--- src/rtl/demux_1to2_stream.sv ---
`default_nettype none
// ============================================================================
//  Module      : demux_1to2_stream
//  Description : Registered 1-to-2 valid/ready stream demultiplexer with a
//                one-entry holding register and delivered-beat counter per
//                output channel. i_bitS=0 steers to channel 1, 1 to channel 2.
//  Revision    : 1.0 - initial release
// ============================================================================
module demux_1to2_stream #(
  parameter int WIDTH = 1,
  parameter int CNT_W = 8
) (
  input  logic             i_clk,
  input  logic             i_rst,
  input  logic [WIDTH-1:0] i_bit,
  input  logic             i_valid,
  output logic             o_ready,
  input  logic             i_bitS,
  output logic [WIDTH-1:0] o_bit1,
  output logic             o_valid1,
  input  logic             i_ready1,
  output logic [WIDTH-1:0] o_bit2,
  output logic             o_valid2,
  input  logic             i_ready2,
  output logic [CNT_W-1:0] o_cnt1,
  output logic [CNT_W-1:0] o_cnt2
);

  localparam int c_NUM_CH = 2;

  logic [c_NUM_CH-1:0] w_ch_ready;
  logic                w_sel_free;
  logic                w_in_hs;

  assign w_ch_ready = {i_ready2, i_ready1};

  // A channel can take a new beat when empty or when it drains this cycle,
  // which gives one beat per cycle through each holding register.
  assign w_sel_free = i_bitS ? (!g_ch[1].r_valid || i_ready2)
                             : (!g_ch[0].r_valid || i_ready1);
  assign o_ready    = w_sel_free;
  assign w_in_hs    = i_valid && w_sel_free;

  for (genvar g = 0; g < c_NUM_CH; g++) begin : g_ch
    localparam logic c_SEL = (g == 1);

    logic             r_valid;
    logic [WIDTH-1:0] r_data;
    logic [CNT_W-1:0] r_cnt;
    logic             w_fill;
    logic             w_drain;

    assign w_fill  = w_in_hs && (i_bitS == c_SEL);
    assign w_drain = r_valid && w_ch_ready[g];

    always_ff @(posedge i_clk) begin
      if (i_rst) begin
        r_valid <= 1'b0;
        r_data  <= '0;
        r_cnt   <= '0;
      end else begin
        // Fill wins over drain so a simultaneous replace keeps valid high.
        if (w_fill) begin
          r_valid <= 1'b1;
          r_data  <= i_bit;
        end else if (w_drain) begin
          r_valid <= 1'b0;
        end
        if (w_drain) begin
          r_cnt <= r_cnt + CNT_W'(1);
        end
      end
    end
  end

  assign o_bit1   = g_ch[0].r_data;
  assign o_valid1 = g_ch[0].r_valid;
  assign o_cnt1   = g_ch[0].r_cnt;
  assign o_bit2   = g_ch[1].r_data;
  assign o_valid2 = g_ch[1].r_valid;
  assign o_cnt2   = g_ch[1].r_cnt;

endmodule
`default_nettype wire
--- config.mk ---
export PLATFORM = sky130hd
export DESIGN_NAME = demux_1to2_stream
export DESIGN_NICKNAME = d
export VERILOG_FILES = /design/src/rtl/demux_1to2_stream.sv
export SDC_FILE = /design/constraint.sdc
export NUM_CORES = 1
export LEC_CHECK = 0
export BUFFER_PORTS_ARGS = -buffer_cell sky130_fd_sc_hd__buf_4
export CAP_MARGIN = 10
export CORE_AREA = 2 2 47 49
export DETAILED_ROUTE_END_ITERATION = 8
export DIE_AREA = 0 0 49 51
export GPL_TIMING_DRIVEN = 1
export HOLD_SLACK_MARGIN = 0.05
export PLACE_DENSITY = 0.72
export SLEW_MARGIN = 40
export SYNTH_ARGS = -nofsm -noshare
export SYNTH_HDL_FRONTEND = slang
export SYNTH_SLANG_ARGS = --single-unit
--- constraint.sdc ---
create_clock -name i_clk -period 1.7 [get_ports i_clk]
set_clock_uncertainty 0.15 [all_clocks]
set_input_delay 0.085 -clock i_clk [delete_from_list [all_inputs] [get_ports i_clk]]
set_output_delay 0.085 -clock i_clk [all_outputs]
set_load 0.05 [all_outputs]
* Word-level counts from Yosys, hierarchy flattened
Index checks and enable logic that the tools add are counted.
** Word-level totals
- Register bits after elaboration :: 20
- Input port bits :: 7
- Output and inout port bits :: 21
- Logic and storage cells :: 25
** Operators by class
- Add/subtract/negate cells :: 2
- Multiplexer cells :: 5
- Bitwise logic cells :: 1
- Reductions and logical operators :: 11
** Operators with widths (number)
- adder 8 x 1 -> 8 bit, second input constant :: 2
- logical AND 1 bit :: 5
- 2-to-1 mux 1 bit :: 5
- nonzero test 2 bit :: 2
- logical NOT 1 bit :: 2
- logical OR 1 bit :: 2
- inverter 1 bit :: 1

* Depth between registers and ports, before layout
Gate-level depths: netlist (run 1).
- Depth after elaboration :: 6
- Gate-level depth with buffers :: 4

* Worst setup path before layout (run 1)
Ideal clock, no wire load.
- Path kind :: register -> output
- Start :: register g_ch[1].r_valid, in the netlist o_valid2
- End :: output o_ready
- Arrival :: 1.558 ns
- Setup slack :: -0.093 ns
- Cell stages (with the launch flop) :: 3
- Buffers on the path :: 0
- Path through :: dfxtp_1 > and2b_1 > a21oi_1
** On the way
- Cells in the longest elaborated chain, start to end :: 3
** RTL lines
- start: declaration :: line 47 : logic r_valid;
- start signal: assignment :: line 58 : r_valid <= 1'b0;
- start signal: assignment :: line 64 : r_valid <= 1'b1;
- start signal: assignment :: line 67 : r_valid <= 1'b0;
- logical NOT 1 bit :: line 39 : assign w_sel_free = i_bitS ? (!g_ch[1].r_valid || i_ready2)
- logical OR 1 bit :: line 39
- 2-to-1 mux 1 bit :: line 39
- end: declaration :: line 17 : output logic o_ready,
Every way passes these cells.

* Worst setup path after layout (run 1)
- Start :: input i_ready2
- End :: register g_ch[1].r_data, in the netlist o_bit2
** On the way
- Cells in the longest elaborated chain, start to end :: 4
** RTL lines
- start: declaration :: line 24 : input logic i_ready2,
- logical OR 1 bit :: line 39
- 2-to-1 mux 1 bit :: line 39
- logical AND 1 bit :: line 42 : assign w_in_hs = i_valid && w_sel_free;
- logical AND 1 bit :: line 53 : assign w_fill = w_in_hs && (i_bitS == c_SEL);
- end signal: assignment :: line 65 : r_data <= i_bit;
- end: declaration :: line 48 : logic [WIDTH-1:0] r_data;
Every way passes these cells.
A chain may end at the register's enable or synchronous reset.

==> results of run 1 <==
[registers in the layout (all words and copies together), names as in the netlist]
register,count
o_bit1,1
o_bit2,1
o_cnt1,8
o_cnt2,8
o_valid1,1
o_valid2,1
[Yosys cell counts, drive strengths merged]
library cell,count
dfxtp,20
nand2b,1
ha,2
mux2,2
nor2,9
nand4,5
inv,2
clkbuf,2
or2b,2
nor2b,2
xor2,4
or3,4
o31ai,4
nand2,9
nand3,8
and2b,2
or3b,1
or4,4
o21ai,6
a21oi,15
[area by class of cell]
class	count	area, µm²	share of cell area
Inverter	2	7.51	0.00587
Clock buffer	4	36.3	0.0284
Sequential cell	20	410	0.321
Multi-Input combinational cell	80	487	0.381
Timing Repair Buffer	37	303	0.237
Tap cell	28	35.0	0.0274
[tightest hold or removal path: stages]
cell and delay [ps]:
buf_4 120, nand2b_1 140, or3b_1 120, a21oi_1 50
[logic make-up (layout without fill, tap and decap cells)]
kind of cell	Yosys count	count (layout)
buffers and inverters	4	43
xor gates and xnor gates	4	4
adders and majority gates	2	2
muxes	2	2
DFF	20	20
AOI/OAI and AO/OA	25	25
and+or+nand+nor	47	47
[per-layer routing]
layer  part of all wire  vias to the layer above  routed length [µm]
li1                   -                      452                   -
met1               0.47                      403                 993
met2               0.48                       18                1020
met3              0.034                        5                  72
met4              0.017                        0                  36
met5                  0                        -                   0
[per-stage QoR]
step	util	total power, mW	instance area, µm²
CTS	0.617	0.872	1270
global placement	0.551	0.582	1140
detailed placement	0.551	0.584	1140
floorplan	-	0.548	907
global route	0.620	0.904	1280
finish	0.620	0.869	1280
[power groups by stage]
stage | logic [mW] | registers [mW] | clock network, mW
floorplan | 0.0270 | 0.521 | 0
global placement | 0.0861 | 0.496 | 0
detailed placement | 0.0871 | 0.497 | 0
CTS | 0.102 | 0.486 | 0.284
global route | 0.111 | 0.488 | 0.304
finish | 0.104 | 0.487 | 0.278
[how the worst max path moves through the flow]
stage | start | to | slack, ps
2_1_floorplan | o_cnt1[3]$_SDFFE_PP0P_ | o_cnt1[5]$_SDFFE_PP0P_ | 50
5_1_grt | i_ready2 | o_bit2$_SDFFE_PP0P_ | 6
4_1_cts | i_ready1 | o_ready | 50
6_report | i_ready2 | o_bit2$_SDFFE_PP0P_ | 50
3_3_place_gp | o_valid2$_SDFFE_PP0P_ | o_cnt2[7]$_SDFFE_PP0P_ | 290
3_5_place_dp | o_valid2$_SDFFE_PP0P_ | o_cnt2[5]$_SDFFE_PP0P_ | 240
[repair_timing]
item,in CTS,in global routing
hold buffers,10,0
resized for setup,0,2
endpoints found under the setup margin,0,2
hold endpoints to repair,18,0
buffers inserted,0,0
==> impl_metrics.toml, run 1 <==
[run_status]
status = "finished clean"

[synthesis]
synth.area.top_cells = "dfxtp_1, a21oi_1, nand3_1, xor2_1, nand2_1"
yosysUniqueCellTypes = 24
synth_top_area_share = 0.448
synth.cell_area_um2 = 893
yosys.area.top_type = "dfxtp_1"
yosys.area_share.simple = 0.291
synthAdderAreaFrac = 0.0280
synthMuxAreaShare = 0.0252
syn_avg_cell_area_um2 = 8.59
yosysWarnings = 0
synth_top_family_by_area = "simple AND/OR/NAND/NOR gates"
synth_nets = 113
ys_ff_latch = 20
synth_xor_area_frac = 0.0392
syn_inst = 104
synth_compound_area_frac = 0.151
synth_sequential_area_ratio = 0.448

[die]
core_area_mm2 = 0.00206
io_pins = 28
fp.dieW_um = 49
start_util = 0.433
num_rows = 17
die_y_um = 51
die_area_mm2 = 0.00250

[worst_hold_path]
min_path_cells = 4
hold_class = "input pin to flop"
hp-start = "i_bitS"
worstHoldEndpoint = "o_bit1$_SDFFE_PP0P_"

[routing]
drt.antenna.violating_nets = 0
drt_first_iter_violations = 15
wl_per_cell_um = 12.4
via_per_inst = 5.13
firstDrtPassIters = 4
wirelength_um = 2120
num_vias = 878
drc_errors = 0

[clock_tree]
cts_root_buf = "clkbuf_4"
clock-sinks = 20
clkTransAtPathRegs_ps = 120
cts_tree = "done"
cts_made_buffers = 3
cts_buffer_depth = 2
clock_latency_ps = 300
htreeDepth = 1

[critical_path]
path_class = "input pin to flop"
worst-path-buf-inv = 3
slowest_delay_ps = 540
cp.depth = 6
critPathCaptureType = "flop"
cp_cell_sequence = "dlygate4sd3_1 -> buf_4 -> or2b_1 -> nand4_1 -> dlygate4sd3_1 -> a21oi_1"
ff2ff_setup_slack_ps = 90
r2r_end = "o_cnt1[1]$_SDFFE_PP0P_"
slowest_stage = "dlygate4sd3_1"
critical_path_required_ps = 1750
crit_family = "buffers and inverters"
start_kind = "input pin"
reg2reg_from = "o_cnt1[0]$_SDFFE_PP0P_"
ff2ff_path_depth = 4
crit_top_cell = "dlygate4sd3_1"
crit_path_max_fanout = 7
arrival_ps = 1700

[sta]
final-hold-violation-count = 0
worst_slew_pin_slew_ps = 277
fin_tns_setup_ps = 0
maxSlewViolCount = 0
period_needed_ps = 1650
period_share = 0.969
rsz0062_at_grt = "false"
hold_ws_ps = 88.9
setup_violations = 0
fin_ws_ps = 52.9
max_freq_mhz = 607
relSlewSlack = 0.814

[grt]
antenna_found_initial = 0
grt_max_degree = 23
busiest_layer = "met2"
use_met3 = 0.0409
grt_pass1_vias = 836
grt_pass1_wl_um = 3540
gr-total-overflow = 0
gr-usage-met2 = 0.301
gr-usage-all-layers = 0.181
use_met1 = 0.219

[layout]
layout_commonest_cell = "buf_4"
final_cell_mix = "buf_4, a21oi_1, dfxtp_1"
synthToLayoutAreaGrowth_pct = 43.1
final_cells = 171
n_fill_cell = 186
nets = 153
drive_gt1_frac = 0.329
n_antenna_cell = 0

[power]
internal_power_mw = 0.651
power.share.switching = 0.251
irDropWorstVdd_v = 0.000443
power-per-cell-area_mw_per_mm2 = 680
power_frac_comb = 0.120
total_leakage_power_nw = 0.500
clockPowerShare = 0.320
p_sw_mw = 0.218
pwr-share-seq = 0.560

[placed_design]
place_hpwl_um = 1390
port_buffers = 27
gp_congestion = 0.789
dp_cells = 157
post-place-ws_ps = 243

[job]
cap_violations = 0
No activity file was read; power rests on OpenSTA's default activity.
==> run 2, diff against run 1 <==
--- a/config.mk
+++ b/config.mk
@@ -7,13 +7,13 @@
 export LEC_CHECK = 0
 export BUFFER_PORTS_ARGS = -buffer_cell sky130_fd_sc_hd__buf_4
 export CAP_MARGIN = 10
-export CORE_AREA = 2 2 47 49
+export CORE_AREA = 2 2 46 48
 export DETAILED_ROUTE_END_ITERATION = 8
-export DIE_AREA = 0 0 49 51
+export DIE_AREA = 0 0 48 50
 export GPL_TIMING_DRIVEN = 1
 export HOLD_SLACK_MARGIN = 0.05
-export PLACE_DENSITY = 0.72
-export SLEW_MARGIN = 40
+export PLACE_DENSITY = 0.75
+export SLEW_MARGIN = 25
 export SYNTH_ARGS = -nofsm -noshare
 export SYNTH_HDL_FRONTEND = slang
 export SYNTH_SLANG_ARGS = --single-unit
==> constraint.sdc (replaced) <==
create_clock -name i_clk -period 2.1 [get_ports i_clk]
set_clock_uncertainty 0.15 [all_clocks]
set_input_delay 0.105 -clock i_clk [delete_from_list [all_inputs] [get_ports i_clk]]
set_output_delay 0.105 -clock i_clk [all_outputs]
set_load 0.05 [all_outputs]
==> run 2 against run 1 <==
  * Critical endpoint is now o_valid2$_SDFFE_PP0P_
  * Cell count is 0.58% lower
  * Utilization rose by 4.0 points
  * Largest power group unchanged
  * Sequential power decreased by 19%
  * Sequential cell count unchanged
  * Via count is 3.5% higher
  * Non-clock buffer count is 1 higher
==> impl_metrics.toml, run 2 (synthesized netlist as in run 1, its figures left out) <==
[clock_tree]
clock_latency_ps = 290
clock-sinks = 20
clkTransAtPathRegs_ps = 100
cts_tree = "done"
cts_root_buf = "clkbuf_4"
htreeDepth = 1
cts_buffer_depth = 2
cts_made_buffers = 3

[grt]
grt_pass1_vias = 870
grt_max_degree = 23
gr-usage-all-layers = 0.200
gr-usage-met2 = 0.344
antenna_found_initial = 0
use_met1 = 0.226
use_met3 = 0.0220
gr-total-overflow = 0
busiest_layer = "met2"
grt_pass1_wl_um = 3480

[die]
die_area_mm2 = 0.00240
core_area_mm2 = 0.00190
io_pins = 28
num_rows = 16
start_util = 0.470
fp.dieW_um = 48
die_y_um = 50

[critical_path]
path_class = "input pin to flop"
start_kind = "input pin"
slowest_delay_ps = 560
startpoint = "i_valid"
cp_cell_sequence = "dlygate4sd3_1 -> buf_4 -> nand2_1 -> dlygate4sd3_1 -> a21oi_1 -> dlygate4sd3_1"
reg2reg_from = "o_valid1$_SDFFE_PP0P_"
critical_path_required_ps = 2140
crit_end = "o_valid2$_SDFFE_PP0P_"
ff2ff_setup_slack_ps = 350
crit_top_cell = "dlygate4sd3_1"
ff2ff_path_depth = 3
critPathCaptureType = "flop"
arrival_ps = 2030
r2r_end = "o_valid1$_SDFFE_PP0P_"
crit_path_max_fanout = 3
slowest_stage = "dlygate4sd3_1"

[layout]
nets = 154
final_cells = 170
n_antenna_cell = 0
drive_gt1_frac = 0.252
n_fill_cell = 159
synthToLayoutAreaGrowth_pct = 40.5
final_cell_mix = "buf_4, dfxtp_1, a21oi_1"
multi_input_area_um2 = 478
regArea_um2 = 400
layout_commonest_cell = "buf_4"

[power]
pwr-share-seq = 0.605
p_sw_mw = 0.163
power-per-cell-area_mw_per_mm2 = 518
irDropWorstVdd_v = 0.000320
clockPowerShare = 0.265
power.share.switching = 0.251
internal_power_mw = 0.487
total_leakage_power_nw = 0.493
power_frac_comb = 0.131

[sta]
period_share = 0.948
final-hold-violation-count = 0
fin_tns_setup_ps = 0
max_freq_mhz = 502
maxSlewViolCount = 0
rsz0062_at_grt = "false"
period_needed_ps = 1990
relSlewSlack = 0.815
worst_slew_pin_slew_ps = 277
setup_violations = 0

[routing]
wirelength_um = 2150
via_per_inst = 5.35
firstDrtPassIters = 4
drt_first_iter_violations = 13
num_vias = 909
drc_errors = 0
wl_per_cell_um = 12.6
drt.antenna.violating_nets = 0

[run_status]
status = "finished clean"

[worst_hold_path]
hold_class = "input pin to flop"

[placed_design]
port_buffers = 27
dp_cells = 156
gp_congestion = 0.741
place_hpwl_um = 1340

[job]
cap_violations = 0
==> run 2: cell count changes in the layout (fill, tap and decap cells not counted), sizes merged <==
cell         previous run  this run
clkbuf                  4         3
dlygate4sd3            10        11
==> run 2: per-layer routing <==
layer,part of all wire,vias to the layer above,routed length [µm]
met1,0.41,431,883
met3,0.030,4,65
met5,0,-,0
met4,0.016,0,35
met2,0.54,20,1170
li1,-,454,-
==> run 2: worst min-delay path by stage <==
| stage | to | slack [ps] | cells past startpoint | from |
|---|---|---|---|---|
| final | o_bit2$_SDFFE_PP0P_ | 60 | 4 | i_bitS |
| after global routing | o_bit2$_SDFFE_PP0P_ | 120 | 4 | i_bitS |
| after CTS | o_bit2$_SDFFE_PP0P_ | 60 | 4 | i_bitS |
| after detailed placement | o_bit2$_SDFFE_PP0P_ | 240 | 3 | i_bit |
| after global placement | o_bit2$_SDFFE_PP0P_ | 240 | 3 | i_bit |
| after floorplan | o_bit2$_SDFFE_PP0P_ | 110 | 2 | i_bit |
==> run 2: layout make-up <==
type,count,area share
Inverter,2,0.00598
Sequential cell,20,0.319
Timing Repair Buffer,38,0.249
Tap cell,27,0.0269
Multi-Input combinational cell,80,0.381
Clock buffer,3,0.0179
==> run 2: metrics by stage <==
stage / util / power [mW] / worst slack (ps) / instance area (µm²) / hold WS [ps]
6_report: 0.660 / 0.650 / 109 / 1250 / 61.3
5_1_grt: 0.660 / 0.681 / 70.6 / 1250 / 117
4_1_cts: 0.660 / 0.653 / 146 / 1250 / 59.1
3_5_place_dp: 0.590 / 0.471 / 581 / 1120 / 237
3_3_place_gp: 0.590 / 0.470 / 613 / 1120 / 240
2_1_floorplan: - / 0.442 / 287 / 893 / 105
==> run 2: what timing repair did <==
action / 4_1_cts / 5_1_grt
gates resized for setup: 0 / 0
hold endpoints to repair: 18 / 0
hold buffers: 11 / 0
setup buffers: 0 / 0
==> run 2: critical path, delay by kind of cell <==
kind	cells	cell delay, ps
buffers and inverters	4	1790
AO/OA/AOI/OAI	1	70
AND/OR/NAND/NOR	1	60
==> run 2: power by group through the flow <==
stage | combinational [mW] | sequential [mW] | clock (mW)
5_1_grt | 0.0904 | 0.395 | 0.196
3_5_place_dp | 0.0700 | 0.401 | 0
3_3_place_gp | 0.0690 | 0.401 | 0
2_1_floorplan | 0.0214 | 0.421 | 0
6_report | 0.0850 | 0.393 | 0.172
4_1_cts | 0.0831 | 0.392 | 0.177
